==> src/rtl/mult_div_pkg.sv <==
// Shared definitions for the iterative multiply/divide unit: op encodings,
// FSM state type, default operand width and small op-decoding helpers.
package mult_div_pkg;

  localparam int DEFAULT_DATA_WIDTH = 32;

  localparam logic [2:0] OP_MULT  = 3'd0;
  localparam logic [2:0] OP_MULTU = 3'd1;
  localparam logic [2:0] OP_DIV   = 3'd2;
  localparam logic [2:0] OP_DIVU  = 3'd3;
  localparam logic [2:0] OP_MADD  = 3'd4;
  localparam logic [2:0] OP_MADDU = 3'd5;
  localparam logic [2:0] OP_MSUB  = 3'd6;
  localparam logic [2:0] OP_MSUBU = 3'd7;

  typedef enum logic [1:0] {
    ST_IDLE = 2'd0,
    ST_CALC = 2'd1,
    ST_FIX  = 2'd2,
    ST_DONE = 2'd3
  } state_t;

  // Even encodings are the signed variants.
  function automatic logic op_is_signed(input logic [2:0] op);
    return ~op[0];
  endfunction

  function automatic logic op_is_div(input logic [2:0] op);
    return (op == OP_DIV) || (op == OP_DIVU);
  endfunction

  function automatic logic op_is_acc(input logic [2:0] op);
    return op[2];
  endfunction

  function automatic logic op_is_sub(input logic [2:0] op);
    return op[2] & op[1];
  endfunction

endpackage

==> src/rtl/mult_div_sign_fix.sv <==
// Combinational sign correction of the unsigned 2W result.
// Multiply: the whole 2W product is negated when i_neg_lo is set.
// Divide: quotient (lo) and remainder (hi) are negated independently.
module mult_div_sign_fix #(
  parameter int W = 32
) (
  input  logic [W-1:0]   i_hi,
  input  logic [W-1:0]   i_lo,
  input  logic           i_is_div,
  input  logic           i_neg_lo,
  input  logic           i_neg_hi,
  output logic [2*W-1:0] o_result
);

  logic [2*W-1:0] w_full;
  logic [W-1:0]   w_hi_fix;
  logic [W-1:0]   w_lo_fix;

  assign w_full   = {i_hi, i_lo};
  assign w_hi_fix = i_neg_hi ? -i_hi : i_hi;
  assign w_lo_fix = i_neg_lo ? -i_lo : i_lo;

  // Select 2W negation for products, per-half negation for div results.
  always_comb begin
    o_result = w_full;
    if (i_is_div) begin
      o_result = {w_hi_fix, w_lo_fix};
    end else if (i_neg_lo) begin
      o_result = -w_full;
    end
  end

endmodule

==> src/rtl/mult_div_unit.sv <==
// Iterative radix-2 multiply / restoring divide unit with flush and
// defined divide-by-zero. Optional HI/LO accumulate (MADD/MSUB family)
// is built only when the macro MULT_DIV_ACC_EN is defined.
//
// Handshake: start is sampled only in IDLE (and only when flush is low and
// the op is legal); busy is high whenever the FSM is not IDLE; done is a
// one-cycle pulse in DONE, with hi_out/lo_out holding the result until the
// next completed operation. flush aborts any non-IDLE state without done.
module mult_div_unit
  import mult_div_pkg::*;
#(
  parameter int DATA_WIDTH = DEFAULT_DATA_WIDTH
) (
  input  logic                  clk,
  input  logic                  rst,
  input  logic                  start,
  input  logic [2:0]            op,
  input  logic [DATA_WIDTH-1:0] operand_1,
  input  logic [DATA_WIDTH-1:0] operand_2,
  input  logic [DATA_WIDTH-1:0] hi_in,
  input  logic [DATA_WIDTH-1:0] lo_in,
  input  logic                  flush,
  output logic                  busy,
  output logic                  done,
  output logic [DATA_WIDTH-1:0] hi_out,
  output logic [DATA_WIDTH-1:0] lo_out
);

  localparam int W  = DATA_WIDTH;
  localparam int CW = $clog2(W + 1);

  state_t        r_state;
  logic [2:0]    r_op;
  logic [W-1:0]  r_b;
  logic [W-1:0]  r_hi;
  logic [W-1:0]  r_lo;
  logic [W-1:0]  r_hi_out;
  logic [W-1:0]  r_lo_out;
  logic          r_s1;
  logic          r_s2;
  logic          r_dz;
  logic          r_done;
  logic [CW-1:0] r_cnt;

  logic          w_legal;
  logic          w_signed_in;
  logic [W-1:0]  w_abs1;
  logic [W-1:0]  w_abs2;
  logic [W:0]    w_mul_sum;
  logic [W:0]    w_div_trial;
  logic [W-1:0]  w_next_hi;
  logic [W-1:0]  w_next_lo;
  logic [2*W-1:0] w_fixed;
  logic [2*W-1:0] w_final;

`ifdef MULT_DIV_ACC_EN
  logic [W-1:0]  r_acc_hi;
  logic [W-1:0]  r_acc_lo;
  assign w_legal = 1'b1;
`else
  logic          w_unused_acc;
  assign w_legal      = ~op[2];
  assign w_unused_acc = ^{hi_in, lo_in};
`endif

  // Operand magnitudes for signed ops; sign flags are latched separately.
  assign w_signed_in = op_is_signed(op);
  assign w_abs1      = (w_signed_in && operand_1[W-1]) ? -operand_1 : operand_1;
  assign w_abs2      = (w_signed_in && operand_2[W-1]) ? -operand_2 : operand_2;

  // Multiply step: add multiplicand when lsb of multiplier set, shift right.
  assign w_mul_sum   = {1'b0, r_hi} + (r_lo[0] ? {1'b0, r_b} : '0);
  // Divide step: shift remainder left by one dividend bit, trial subtract.
  assign w_div_trial = {r_hi, r_lo[W-1]} - {1'b0, r_b};

  // Next partial result for one CALC step.
  always_comb begin
    if (op_is_div(r_op)) begin
      w_next_hi = w_div_trial[W] ? {r_hi[W-2:0], r_lo[W-1]} : w_div_trial[W-1:0];
      w_next_lo = {r_lo[W-2:0], ~w_div_trial[W]};
    end else begin
      w_next_hi = w_mul_sum[W:1];
      w_next_lo = {w_mul_sum[0], r_lo[W-1:1]};
    end
  end

  mult_div_sign_fix #(.W(W)) u_sign_fix (
    .i_hi     (r_hi),
    .i_lo     (r_lo),
    .i_is_div (op_is_div(r_op)),
    .i_neg_lo (r_s1 ^ r_s2),
    .i_neg_hi (r_s1),
    .o_result (w_fixed)
  );

  // Final result: divide-by-zero bypass, optional accumulate, else fixed.
  always_comb begin
    w_final = w_fixed;
`ifdef MULT_DIV_ACC_EN
    if (op_is_acc(r_op)) begin
      w_final = op_is_sub(r_op) ? ({r_acc_hi, r_acc_lo} - w_fixed)
                                : ({r_acc_hi, r_acc_lo} + w_fixed);
    end
`endif
    if (r_dz) begin
      w_final = {r_hi, r_lo};
    end
  end

  // Control FSM with datapath registers and registered outputs.
  always_ff @(posedge clk or posedge rst) begin
    if (rst) begin
      r_state  <= ST_IDLE;
      r_op     <= OP_MULT;
      r_b      <= '0;
      r_hi     <= '0;
      r_lo     <= '0;
      r_hi_out <= '0;
      r_lo_out <= '0;
      r_s1     <= 1'b0;
      r_s2     <= 1'b0;
      r_dz     <= 1'b0;
      r_done   <= 1'b0;
      r_cnt    <= '0;
`ifdef MULT_DIV_ACC_EN
      r_acc_hi <= '0;
      r_acc_lo <= '0;
`endif
    end else begin
      case (r_state)
        ST_IDLE: begin
          r_done <= 1'b0;
          if (start && !flush && w_legal) begin
            r_op  <= op;
            r_b   <= w_abs2;
            r_s1  <= w_signed_in & operand_1[W-1];
            r_s2  <= w_signed_in & operand_2[W-1];
            r_cnt <= '0;
`ifdef MULT_DIV_ACC_EN
            r_acc_hi <= hi_in;
            r_acc_lo <= lo_in;
`endif
            if (op_is_div(op) && (operand_2 == '0)) begin
              r_hi    <= operand_1;
              r_lo    <= '1;
              r_dz    <= 1'b1;
              r_state <= ST_FIX;
            end else begin
              r_hi    <= '0;
              r_lo    <= w_abs1;
              r_dz    <= 1'b0;
              r_state <= ST_CALC;
            end
          end
        end
        ST_CALC: begin
          if (flush) begin
            r_state <= ST_IDLE;
          end else begin
            r_hi  <= w_next_hi;
            r_lo  <= w_next_lo;
            r_cnt <= r_cnt + 1'b1;
            if (r_cnt == CW'(W - 1)) begin
              r_state <= ST_FIX;
            end
          end
        end
        ST_FIX: begin
          if (flush) begin
            r_state <= ST_IDLE;
          end else begin
            r_hi_out <= w_final[2*W-1:W];
            r_lo_out <= w_final[W-1:0];
            r_done   <= 1'b1;
            r_state  <= ST_DONE;
          end
        end
        default: begin
          r_done  <= 1'b0;
          r_state <= ST_IDLE;
        end
      endcase
    end
  end

  assign busy   = (r_state != ST_IDLE);
  assign done   = r_done;
  assign hi_out = r_hi_out;
  assign lo_out = r_lo_out;

endmodule

==> config.mk <==
export PLATFORM = sky130hd
export DESIGN_NAME = mult_div_unit
export DESIGN_NICKNAME = d
export VERILOG_FILES = /design/src/rtl/mult_div_pkg.sv /design/src/rtl/mult_div_sign_fix.sv /design/src/rtl/mult_div_unit.sv
export SDC_FILE = /design/constraint.sdc
export NUM_CORES = 1
export LEC_CHECK = 0
export CAP_MARGIN = 20
export CORE_ASPECT_RATIO = 1.1
export CORE_UTILIZATION = 45
export CTS_BUF_LIST = sky130_fd_sc_hd__clkbuf_16
export DETAILED_ROUTE_END_ITERATION = 8
export PLACE_DENSITY = 0.79
export SLEW_MARGIN = 20
export SYNTH_ARGS = -nofsm -noshare
export SYNTH_HDL_FRONTEND = slang
export SYNTH_SLANG_ARGS = --single-unit
==> constraint.sdc <==
create_clock -name clk -period 5.6 [get_ports clk]
set_input_delay 0.84 -clock clk [delete_from_list [all_inputs] [get_ports clk]]
set_output_delay 0.84 -clock clk [all_outputs]
set_load 0.05 [all_outputs]
### Yosys cells after proc, flatten, opt, wreduce, memory -nomap -nowiden

Index checks and enable logic that the tools add are counted.

* input port bits: 135
* flip-flop bits (word level): 175
* logic and storage cells: 87
* memories kept: 0
* ROM bits: 0
* RAM bits: 0
* bits in latches: 0

* shift operators: 0
* reduce and logical (&&, ||, !) cells: 17
* $mul: 0
* muxes and demuxes: 31
* $add $sub $neg: 8
* equal/unequal tests: 11
* $lt $le $gt $ge: 0
* div/mod/pow operators: 0
* bitwise gates (word level): 8

Operators by type and width (count)
* two-way mux 32 bit: 14
* two-way mux 64 bit: 3
* negator 32 bit: 4
* one-hot mux 32 bit (2 select lines): 2
* negator 64 bit: 1
* adder 32 x 32 -> 33 bit: 1
* subtractor 33 x 32 -> 33 bit: 1
* zero test 32 bit: 1
* == test 3 x 2 -> 1 bit, second input constant: 4
* two-way mux 6 bit: 2
* one-hot mux 6 bit (2 select lines): 1
* two-way mux 2 bit: 5
* AND reduction 2 bit: 4
* adder 6 x 1 -> 6 bit, second input constant: 1
* == test 6 x 5 -> 1 bit, second input constant: 1
* != test 2 bit, second input constant: 3
* one-hot mux 2 bit (3 select lines): 1
* logical AND 1 bit: 5
* inverter 1 bit: 5
* nonzero test 2 bit: 2
* != test 3 bit, second input constant: 1
* AND reduction 3 bit: 1
* AND 1 bit: 2
* == test 2 x 1 -> 1 bit, second input constant: 1
* other kinds (7): 9

### Depth between registers and ports, before layout

* depth after elaboration: 6
* depth in mapped cells: 14
* depth with buffers taken out: 12

### Cells and area by module

A second synthesis with hierarchy kept.

* cells, all modules: 2003
* area total of the unflattened synthesis: 15473.6 µm²

Modules (own cells, without submodules)
* mult_div_unit: area each 13500.4 µm², cells an instance 1691, seq. area each 4354.2 µm², instances 1
* mult_div_sign_fix: area each 1973.1 µm², cells an instance 312, seq. area each 0.0 µm², instances 1

### Worst setup path before layout

Ideal clock, no wire load.

* path kind: input to register
* start point: input port operand_1[6]
* end point: register r_lo[22]
* slack: 2.505 ns
* buffers on the path: 1
* stages on the path: 9
* arrival: 3.012 ns
* cells stage by stage: or4_4 -> or3_4 -> or3_1 -> buf_2 -> nor4_4 -> nor2_1 -> xnor2_1 -> a32o_1 -> o21ai_0

* longest elaborated chain between the ends: 5

Ends and longest elaborated chain
* start, declared: RTL line mult_div_unit.sv:18 `input logic [DATA_WIDTH-1:0] operand_1,`
* negator 32 bit: RTL line mult_div_unit.sv:68 `assign w_abs1 = (w_signed_in && operand_1[W-1]) ? -operand_1 : operand_1;`
* two-way mux 32 bit: RTL line mult_div_unit.sv:68
* two-way mux 32 bit: RTL line mult_div_unit.sv:143 `if (op_is_div(op) && (operand_2 == '0)) begin`
* two-way mux 32 bit: RTL line mult_div_unit.sv:133 `if (start && !flush && w_legal) begin`
* one-hot mux 32 bit (2 select lines): RTL line mult_div_unit.sv:130 `case (r_state)`
* end signal, assigned: RTL line mult_div_unit.sv:150 `r_lo <= w_abs1;`
* end signal, assigned: RTL line mult_div_unit.sv:161 `r_lo <= w_next_lo;`
* end, declared: RTL line mult_div_unit.sv:36 `logic [W-1:0] r_lo;`

No other way between the ends. The select of a mux whose other input is x is not followed.
A chain may end at the register's enable or synchronous reset.

### Worst setup path in the final report

* start point: register r_lo[0]
* end point: register r_hi[24]

* longest elaborated chain between the ends: 5

Ends and longest elaborated chain
* two-way mux 32 bit: RTL line mult_div_unit.sv:72 `assign w_mul_sum = {1'b0, r_hi} + (r_lo[0] ? {1'b0, r_b} : '0);`
* adder 32 x 32 -> 33 bit: RTL line mult_div_unit.sv:72
* two-way mux 32 bit: RTL line mult_div_unit.sv:78 `if (op_is_div(r_op)) begin`
* two-way mux 32 bit: RTL line mult_div_unit.sv:157 `if (flush) begin`
* one-hot mux 32 bit (2 select lines): RTL line mult_div_unit.sv:130
* end signal, assigned: RTL line mult_div_unit.sv:144 `r_hi <= operand_1;`
* end signal, assigned: RTL line mult_div_unit.sv:160 `r_hi <= w_next_hi;`
* end, declared: RTL line mult_div_unit.sv:35 `logic [W-1:0] r_hi;`

No other way between the ends. The select of a mux whose other input is x is not followed.

==> summary.txt <==
Run status
  – Outcome: completed

Final layout
  – Share of cells above drive strength 1: 4.90%
  – Fin util: 52.7%
  – Area Overhead vs Synth: 15.0%
  – Final net count: 2,132
  – Fin area: about 17,000 sq um

Placement
  – Post-Place Worst Slack: between 1 and 1.5 ns
  – HPWL Detailed: ~36,000 um
  – I/O Buffers: ~140
  – Area after DPL: 16,100 sq um
  – Global placer's final weighted congestion: 0.980

Route
  – DRC: 0
  – Vias after detailed routing: 14,200
  – Drt total wl: 46,000 um
  – DR WL/cell: 19.5 um
  – Pre-antenna DRT Iters: 6
  – Starting DRT DRC Count: 1,182
  – Vias per cell: 6.01
  – Routed Antenna Nets: 0

Critical path
  – CP Capture Type: flop
  – Critical Path Most Common Cell: a211oi_1
  – CP delay by family, top: compound AO/OA/AOI/OAI gates
  – Critical path class: reg2reg
  – Worst path required time: 5.96 ns
  – Critical path cell sequence: clkinv_1, nor2_1, ha_1, a21o_1, a211oi_1, nand2_1, a211oi_1, o31ai_1, a31oi_1, xnor2_1, o22ai_1, a211oi_1
  – Nature of the critical path startpoint: flop
  – CP arrival: 4.49 ns
  – Slowest CP cell: dfrtp_1
  – FF-to-FF Start: r_lo[0]$_DFFE_PP0P_
  – Setup crit start: r_lo[0]$_DFFE_PP0P_
  – Critical path fanouts, max: 19
  – CP max stage delay: 0.59 ns
  – Crit path buf inv count: 1

Yosys
  – Count of cell types in the netlist: 86
  – Number of enable flip-flop cells after synthesis: 0
  – Cell taking the most area after synthesis: dfrtp_1
  – Post-Syn Nets: 2,072
  – Top cell type's share of synthesized area: around 30%
  – Yosys warnings: 0
  – Flops & latches, synth: 174
  – Cells after Synth: about 1,900
  – Ys flop type: dfrtp_1
  – Synth Cell Area: between 10,000 and 15,000 sq um
  – Post-synth ARST share: 100%
  – Synth top cells by count: nand2_1, o21ai_0, dfrtp_1, a21oi_1, nor2_1
  – Most common cell in the synthesized netlist: nand2_1
  – Seq/Total Area, Yosys: between 30% and 40%
  – Synth top area cells: dfrtp_1, nand2_1, o21ai_0
  – Syn Area/Cell: roughly 7.8 sq um

Timing
  – Final min period: slightly above 4 ns
  – Final setup margin: 1.47 ns
  – Slew @ Worst Pin: 1.16 ns
  – RSZ-0062 raised after global routing: false
  – Setup Viol. Count Final: 0
  – Final cycle utilization of the critical path: 73.7%
  – Final Hold Viols: 0
  – Slew Limit Headroom: 22.7%
  – Fin Setup TNS: 0 ns
  – Layout Skew: 0.0100 ns
  – Maximum clock rate: 242 MHz
  – Slew Limit Fails: 0

Global route
  – Initial antenna violation count: 1
  – Largest net degree at the start of global routing: 92
  – Total GRT Usage: 28.0%
  – Vias in the first global route: 13,200
  – Gr ovfl total: 0
  – First-pass GRT wire length: 72,600 um

Clocking
  – Clk sinks: 174
  – Number of gates resized after cts: 0
  – CTS root buf: clkbuf_16
  – Setup Buffers After CTS: 0
  – CTS Hold Buffers Added: 0
  – CTS HTree Levels: 4
  – CTS max path bufs: 2
  – CTS buffer count: 17
  – CTS tree: done
  – Skew-Pair Late Insertion Delay: approximately 0.45 ns
  – Clock slew seen by the registers of the worst setup and hold paths: ~0.070 ns

Floorplan
  – Initial Util: a little under half
  – # rows: 68
  – Height of the die: 190 um
  – Die area: around 33,000 sq um
  – Core box area: 31,600 sq um
  – Die W: 173 um
  – I/O pins: 201

Power
  – VDD IR-drop max: 234 uV
  – Leakage power: between 6 and 7 nW
  – PD cells: 428 nW/um^2

Worst hold path
  – Hold crit path type: reg2reg
  – Min-delay src: lo_out[30]$_DFFE_PP0P_

Job
  – Total of max-cap violations: 0
-- area by class of cell --
| type | instances | area [sq um] |
|---|---|---|
| Inverter | 62 | 238 |
| Antenna cell | 1 | 2.50 |
| Clock buffer | 17 | 425 |
| Timing Repair Buffer | 155 | 1500 |
| Multi-Input combinational cell | 1516 | 9480 |
| Clock inverter | 14 | 123 |
| Fill cell | 2947 | 14900 |
| Sequential cell | 174 | 4350 |
| Tap cell | 420 | 526 |
-- final timing paths --
| kind | cells after the start | end | slack (ns) |
|---|---|---|---|
| worst max-delay path | 12 | r_hi[24]$_DFFE_PP0P_ | 1.47 |
| worst min-delay path | 2 | lo_out[30]$_DFFE_PP0P_ | 0.48 |
| worst max register to register | 12 | r_hi[24]$_DFFE_PP0P_ | 1.47 |
| worst min register to register | 2 | lo_out[30]$_DFFE_PP0P_ | 0.48 |
| max in group asynchronous | 3 | r_hi[17]$_DFFE_PP0P_ | 3.59 |
| min in group asynchronous | 2 | hi_out[15]$_DFFE_PP0P_ | 0.91 |
-- through the flow --
stage / cells / hold WS (ns) / power (mW)
floorplan: 1866 / 0.450 / 4.84
global placement: 2327 / 0.462 / 5.79
detailed placement: 2327 / 0.470 / 5.85
CTS: 2358 / 0.485 / 7.02
global route: 2358 / 0.501 / 7.59
finish: 2359 / 0.477 / 7.12
-- worst register-to-register path: stages, from the launching register on --
cell and delay [ns]:
dfrtp_1 0.59, clkinv_1 0.57, nor2_1 0.26, ha_1 0.32, a21o_1 0.21, a211oi_1 0.51, nand2_1 0.10, a211oi_1 0.48
o31ai_1 0.27, a31oi_1 0.24, xnor2_1 0.17, o22ai_1 0.12, a211oi_1 0.21
-- report_power, final --
group,total (mW),internal (mW),switching [mW]
clock,1.16,0.609,0.547
sequential,1.93,1.45,0.478
combinational,4.03,1.65,2.39
-- cells in the final DEF, fill, tap and decap left out, types with 16 or more instances in the layout --
cell             netlist  layout
nor4_1                23      23
xor2_1                72      72
xnor2_1              108     108
clkbuf_16              0      17
nand2b_1              21      20
inv_1                 61      62
nor3_1                28      28
nor2_1               158     156
a31oi_1               25      25
ha_1                  69      69
o21ai_0              194     194
a21o_1                30      30
or3_1                 20      20
nand2_1              284     283
dfrtp_1              174     174
clkdlybuf4s50_1        0     136
nand4_1               16      16
buf_4                  0      19
a21oi_1              158     158
nand3_1               36      36
-- cells by family (layout without fill, tap and decap cells) --
group / Yosys count / in the layout / share of synthesized area [%]
buf+inv: 176 / 248 / 4.76
xor+xnor: 181 / 181 / 11.0
fa+ha+maj: 71 / 71 / 6.24
compound gates: 573 / 573 / 24.6
simple gates: 670 / 670 / 21.8
mux: 21 / 21 / 1.58
flops: 174 / 174 / 30.1
other cells: 0 / 1 / 0
-- state kept, by name, indices dropped and copies added (netlist names) --
name,flops
hi_out,32
lo_out,32
r_b,32
r_hi,32
r_lo,32
r_cnt,6
r_op,2
r_state,2
done,1
r_dz,1
r_s1,1
r_s2,1
-- per-layer routing --
layer	track usage, %	part of all wire (%)
met1	36.4	43
met2	45.2	45
met3	4.40	7.1
met4	14.7	5.1
met5	0	0
(Power assumes the default switching activity.)
